<file path="src/rtl/mem_arb_pkg.sv">
// Shared types and defaults for the fetch/data memory port arbiter.
package mem_arb_pkg;
  localparam int ADDR_W_DEF       = 32;
  localparam int DATA_W_DEF       = 32;
  localparam int STARVE_LIMIT_DEF = 4;
  localparam int CNT_W            = 4;

  typedef enum logic [1:0] {IDLE, ISSUE, WAIT_RSP, ERR} arb_state_e;
  typedef enum logic {SRC_INSTR, SRC_DATA} arb_src_e;
endpackage

</file>
<file path="src/rtl/arb_starve_select.sv">
// Data-priority winner select with a starvation counter that forces a fetch win.
module arb_starve_select
  import mem_arb_pkg::*;
#(
  parameter int STARVE_LIMIT = STARVE_LIMIT_DEF
) (
  input  logic clk_i,
  input  logic rst_i,
  input  logic arb_en,
  input  logic ireq_valid,
  input  logic dreq_valid,
  input  logic flush,
  output logic grant_instr,
  output logic grant_data
);
  logic [CNT_W-1:0] starve_cnt;
  logic             ivld;
  logic             starved;

  // A flushing fetch side is not a candidate, so it cannot claim the slot.
  assign ivld        = ireq_valid & ~flush;
  assign starved     = (starve_cnt == CNT_W'(STARVE_LIMIT));
  assign grant_data  = arb_en & dreq_valid & ~(ivld & starved);
  assign grant_instr = arb_en & ivld & ~grant_data;

  always_ff @(posedge clk_i or posedge rst_i) begin
    if (rst_i) begin
      starve_cnt <= '0;
    end else if (grant_instr) begin
      starve_cnt <= '0;
    end else if (grant_data) begin
      if (!ireq_valid)  starve_cnt <= '0;
      else if (!starved) starve_cnt <= starve_cnt + 1'b1;
    end
  end
endmodule

</file>
<file path="src/rtl/mem_port_arbiter.sv">
// Shares one req/gnt/rvalid memory port between fetch and data requesters,
// one outstanding transaction, response routed back to the originator.
module mem_port_arbiter
  import mem_arb_pkg::*;
#(
  parameter int ADDR_W       = ADDR_W_DEF,
  parameter int DATA_W       = DATA_W_DEF,
  parameter int STARVE_LIMIT = STARVE_LIMIT_DEF
) (
  input  logic                clk_i,
  input  logic                rst_i,
  input  logic                ireq_valid_i,
  output logic                ireq_ready_o,
  input  logic [ADDR_W-1:0]   ireq_addr_i,
  output logic                iresp_valid_o,
  output logic [DATA_W-1:0]   iresp_rdata_o,
  output logic                iresp_err_o,
  input  logic                flush_i,
  input  logic                dreq_valid_i,
  output logic                dreq_ready_o,
  input  logic                dreq_we_i,
  input  logic [ADDR_W-1:0]   dreq_addr_i,
  input  logic [DATA_W-1:0]   dreq_wdata_i,
  input  logic [DATA_W/8-1:0] dreq_wstrb_i,
  output logic                dresp_valid_o,
  output logic [DATA_W-1:0]   dresp_rdata_o,
  output logic                dresp_err_o,
  output logic                mem_req_o,
  output logic                mem_we_o,
  output logic [ADDR_W-1:0]   mem_addr_o,
  output logic [DATA_W-1:0]   mem_wdata_o,
  output logic [DATA_W/8-1:0] mem_wstrb_o,
  input  logic                mem_gnt_i,
  input  logic                mem_rvalid_i,
  input  logic [DATA_W-1:0]   mem_rdata_i
);
  localparam int STRB_W = DATA_W / 8;

  typedef struct packed {
    arb_src_e          src;
    logic              we;
    logic [ADDR_W-1:0] addr;
    logic [DATA_W-1:0] wdata;
    logic [STRB_W-1:0] wstrb;
  } mem_req_t;

  arb_state_e state;
  mem_req_t   req_q, req_d;
  logic       drop_q;
  logic       grant_i, grant_d;
  logic       instr_flush;

  arb_starve_select #(.STARVE_LIMIT(STARVE_LIMIT)) u_sel (
    .clk_i       (clk_i),
    .rst_i       (rst_i),
    .arb_en      (state == IDLE),
    .ireq_valid  (ireq_valid_i),
    .dreq_valid  (dreq_valid_i),
    .flush       (flush_i),
    .grant_instr (grant_i),
    .grant_data  (grant_d)
  );

  assign ireq_ready_o = grant_i;
  assign dreq_ready_o = grant_d;
  assign instr_flush  = flush_i & (req_q.src == SRC_INSTR);

  assign mem_we_o    = req_q.we;
  assign mem_addr_o  = req_q.addr;
  assign mem_wdata_o = req_q.wdata;
  assign mem_wstrb_o = req_q.wstrb;

  always_comb begin
    req_d = req_q;
    if (grant_d) begin
      req_d.src   = SRC_DATA;
      req_d.we    = dreq_we_i;
      req_d.addr  = dreq_addr_i;
      req_d.wdata = dreq_wdata_i;
      req_d.wstrb = dreq_wstrb_i;
    end else if (grant_i) begin
      req_d.src   = SRC_INSTR;
      req_d.we    = 1'b0;
      req_d.addr  = ireq_addr_i;
      req_d.wdata = '0;
      req_d.wstrb = '0;
    end
  end

  always_ff @(posedge clk_i or posedge rst_i) begin
    if (rst_i) begin
      state         <= IDLE;
      req_q         <= '0;
      drop_q        <= 1'b0;
      mem_req_o     <= 1'b0;
      iresp_valid_o <= 1'b0;
      iresp_rdata_o <= '0;
      iresp_err_o   <= 1'b0;
      dresp_valid_o <= 1'b0;
      dresp_rdata_o <= '0;
      dresp_err_o   <= 1'b0;
    end else begin
      iresp_valid_o <= 1'b0;
      iresp_err_o   <= 1'b0;
      dresp_valid_o <= 1'b0;
      dresp_err_o   <= 1'b0;
      case (state)
        IDLE: begin
          if (grant_i || grant_d) begin
            req_q <= req_d;
            if (req_d.addr[1:0] != 2'b00) begin
              state <= ERR;
            end else begin
              state     <= ISSUE;
              mem_req_o <= 1'b1;
            end
          end
        end
        ISSUE: begin
          if (instr_flush) drop_q <= 1'b1;
          if (mem_gnt_i) begin
            mem_req_o <= 1'b0;
            state     <= WAIT_RSP;
          end
        end
        WAIT_RSP: begin
          if (mem_rvalid_i) begin
            state  <= IDLE;
            drop_q <= 1'b0;
            if (req_q.src == SRC_DATA) begin
              dresp_valid_o <= 1'b1;
              dresp_rdata_o <= req_q.we ? '0 : mem_rdata_i;
            end else if (!(drop_q || instr_flush)) begin
              iresp_valid_o <= 1'b1;
              iresp_rdata_o <= mem_rdata_i;
            end
          end else if (instr_flush) begin
            drop_q <= 1'b1;
          end
        end
        ERR: begin
          state  <= IDLE;
          drop_q <= 1'b0;
          if (req_q.src == SRC_DATA) begin
            dresp_valid_o <= 1'b1;
            dresp_err_o   <= 1'b1;
          end else if (!(drop_q || instr_flush)) begin
            iresp_valid_o <= 1'b1;
            iresp_err_o   <= 1'b1;
          end
        end
        default: state <= IDLE;
      endcase
    end
  end
endmodule

</file>
<file path="config.mk">
export PLATFORM = sky130hd
export DESIGN_NAME = mem_port_arbiter
export DESIGN_NICKNAME = d
export VERILOG_FILES = /design/src/rtl/mem_arb_pkg.sv /design/src/rtl/arb_starve_select.sv /design/src/rtl/mem_port_arbiter.sv
export SDC_FILE = /design/constraint.sdc
export NUM_CORES = 1
export LEC_CHECK = 0
export CAP_MARGIN = 20
export CORE_ASPECT_RATIO = 2
export CORE_MARGIN = 1
export CORE_UTILIZATION = 39
export CTS_CLUSTER_SIZE = 28
export DETAILED_ROUTE_END_ITERATION = 8
export PLACE_DENSITY = 0.82
export SYNTH_ARGS = -nofsm -noshare
export SYNTH_HDL_FRONTEND = slang
export SYNTH_HIERARCHICAL = 1
export SYNTH_SLANG_ARGS = --single-unit
</file>
<file path="constraint.sdc">
create_clock -name clk_i -period 4.2 [get_ports clk_i]
set_input_delay 0.42 -clock clk_i [delete_from_list [all_inputs] [get_ports clk_i]]
set_output_delay 0.42 -clock clk_i [all_outputs]
set_load 0.05 [all_outputs]
</file>
==> impl_metrics.ini <==
[placement]
finalWeightedCongestion = 0.8209
place_hpwl_mm = 13.09
portBuffers = 279
dpl_worst_slack_ns = 1.153

[global_route]
grt_pass1_wl_mm = 28.24
antenna_found_initial = 0
track_usage = 0.2139
grt_overflow = 0
grt_max_degree = 77
grt_pass1_vias = 5170

[critical_path]
required_ns = 3.78
slowest_delay_ns = 0.72
reg2reg_from = state[1]
worstSetupStartpointType = flip-flop
reg2reg_to = mem_addr_o[9]
crit_type = flip-flop to output port
cp_max_fo = 13
critical_path_arrival_ns = 2.60
critical-path-top-delay-family = compound AO/OA/AOI/OAI gates
cp_num_buf_inv = 3
rrSetupSlack_ns = 1.35
crit_chain = or2_1 > inv_2 > inv_1 > a2111oi_4 > buf_4
cp-startpoint = state[1]
worstSetupEndpointType = output port
crit_slowest_cell = a2111oi_4
reg2regPathDepth = 8

[synth]
synth_compound_area_frac = 0.1764
synth_area_per_cell_sq_um = 12.10
synth_xor_area_frac = 0
synth.area.mux_share = 0.07352
synth_top_family_by_area = compound AO/OA/AOI/OAI gates
ys_ff_latch = 146
synth-simple-area-share = 0.08443
async_flop_share = 1.000
synth_warnings = 6
synth_area_sq_um = 6654
synthAdderAreaFrac = 0.003761
synth.net_count = 692
synth_ff_type = dfrtp_1
synthCells = 550
synth_edf_count = 0
ys_types = 46
ys_seq_area_frac = 0.5491

[sta]
slew_violations = 0
setup_tns_ns = 0
fin_ws_ns = 1.179
fin_worst_skew_ns = 0.01189
worst_pin_slew_ns = 0.8879
fin_crit_ns = 3.021
hold_viol = 0
maxSlewHeadroom = 0.4071
rsz0062_at_grt = false
fin_crit_sh = 0.7193
timing.fmax_mhz = 331.0
final-setup-viol-count = 0

[floorplan]
pin_count = 280
die_area_sq_um = 17620
initial_core_util = 0.3989
num_rows = 67
die_h_um = 186.7
fp.coreArea_sq_um = 16680
die_w_um = 94.36

[job]
maxCapViolations = 0

[drt]
ant_nets = 0
dr_wl_met3_um = 806
drt-met1-wl_mm = 6.824
vias_per_cell = 5.097
num_vias = 4954
finalWirelength_mm = 18.21
remaining_drc_errors = 0
drt_iter0_drc = 169
met2_length_mm = 9.817
first_pass_iters = 4
highest-signal-layer = met4
post_drt_wl_per_cell_um = 18.73

[clocking]
cts_tree = built
root_buffer = clkbuf_16
clk_latency_ns = 0.41
cts_hold_buffers = 0
cts_buffers = 17
cts_resized = 0
cts_buffer_depth = 2
htreeDepth = 4
cts_num_sinks = 146
cts_setup_buffers = 0
clkTransAtPathRegs_ns = 0.06

[min_path]
hold_path.class = input port to asynchronous set/reset pin

[pwr]
peakVddDrop_uv = 356.3
powerDensity_nw_per_um2 = 930.7
finalPower_mw = 9.017
leakagePower_nw = 4.216

[outcome]
status = finished clean

[layout]
fill_cells = 1396
antenna_cells = 0
drive_gt1_frac = 0.1085
area_growth_pct = 45.60
finish.net_count = 894
-- cell families after synthesis --
logic type,count (synthesis)
AO/OA/AOI/OAI,155
adder cells (fa/ha/maj),2
buffers and inverters,116
flip-flops,146
multiplexers,34
AND/OR/NAND/NOR,97
-- state kept, by name, indices dropped and copies added (netlist names) --
signal,cells
req_q,1
dresp_valid_o,1
dresp_rdata_o,32
mem_addr_o,32
dresp_err_o,1
mem_we_o,1
mem_req_o,1
iresp_err_o,1
drop_q,1
mem_wdata_o,32
iresp_valid_o,1
mem_wstrb_o,4
state,2
u_sel/starve_cnt,4
iresp_rdata_o,32
-- placed cells by master, fill, tap and decap left out, drive strengths merged, types with 5 or more instances in the layout --
cell type,count
a22o,38
a22oi,32
buf,12
clkbuf,24
clkdlybuf4s50,277
dfrtp,146
inv,10
mux2,32
nand2,37
nand2b,34
nor2b,5
o21ai,38
o2bb2ai,29
-- per-layer routing --
| layer | vias to the layer above | global-route usage |
|---|---|---|
| met3 | 43 | 0.03993 |
| met2 | 197 | 0.3743 |
| met1 | 2414 | 0.2343 |
| li1 | 2300 | - |
| met4 | 0 | 0.1231 |
| met5 | - | 0 |
-- synth_stat cells, types with 3 or more instances --
| master | instances | area share |
|---|---|---|
| nand3b_1 | 3 | 0.0034 |
| a22oi_1 | 32 | 0.036 |
| buf_6 | 5 | 0.0085 |
| clkbuf_1 | 14 | 0.0079 |
| a21oi_1 | 4 | 0.0030 |
| buf_2 | 18 | 0.014 |
| nand2_1 | 37 | 0.021 |
| dfrtp_1 | 146 | 0.55 |
| mux2_2 | 3 | 0.0051 |
| a22o_1 | 38 | 0.050 |
| nand3_1 | 4 | 0.0030 |
| buf_4 | 68 | 0.077 |
| o21ai_0 | 37 | 0.028 |
| o2bb2ai_1 | 29 | 0.038 |
| nor2b_1 | 5 | 0.0047 |
| inv_1 | 9 | 0.0051 |
| nand2b_1 | 34 | 0.032 |
| mux2_4 | 29 | 0.065 |
-- power breakdown --
group,switching [mW],total (mW),internal [mW]
Clock,0.587,1.46,0.878
Combinational,3.22,5.09,1.87
Sequential,0.408,2.46,2.05
-- metrics by stage --
stage | area [sq um] | hold WS [ns] | util | std cells
2_1_floorplan | 6658 | 0.1861 | - | 550
3_3_place_gp | 9120 | 0.4617 | 0.5467 | 940
3_5_place_dp | 9120 | 0.4688 | 0.5467 | 940
4_1_cts | 9688 | 0.2482 | 0.5807 | 972
5_1_grt | 9688 | 0.2778 | 0.5807 | 972
6_report | 9688 | 0.2669 | 0.5807 | 972
-- worst max-delay path by stage --
stage | to | slack, ns | cells after the start
final | ireq_ready_o | 1.18 | 5
after global routing | ireq_ready_o | 0.97 | 5
after CTS | ireq_ready_o | 1.15 | 5
after detailed placement | mem_addr_o[9] | 1.15 | 7
after global placement | mem_addr_o[4] | 1.28 | 7
after floorplan | mem_req_o | 1.34 | 10
-- final cells by class --
class / count / area [sq um] / share of cell area
Clock buffer: 24 / 491.7 / 0.05076
Sequential cell: 146 / 3654 / 0.3771
Inverter: 10 / 41.29 / 0.004262
Multi-Input combinational cell: 288 / 2266 / 0.2339
Clock inverter: 8 / 76.32 / 0.007878
Tap cell: 207 / 259.0 / 0.02673
Timing Repair Buffer: 289 / 2900 / 0.2994
Note: power is estimated with default switching activity, not from simulation.
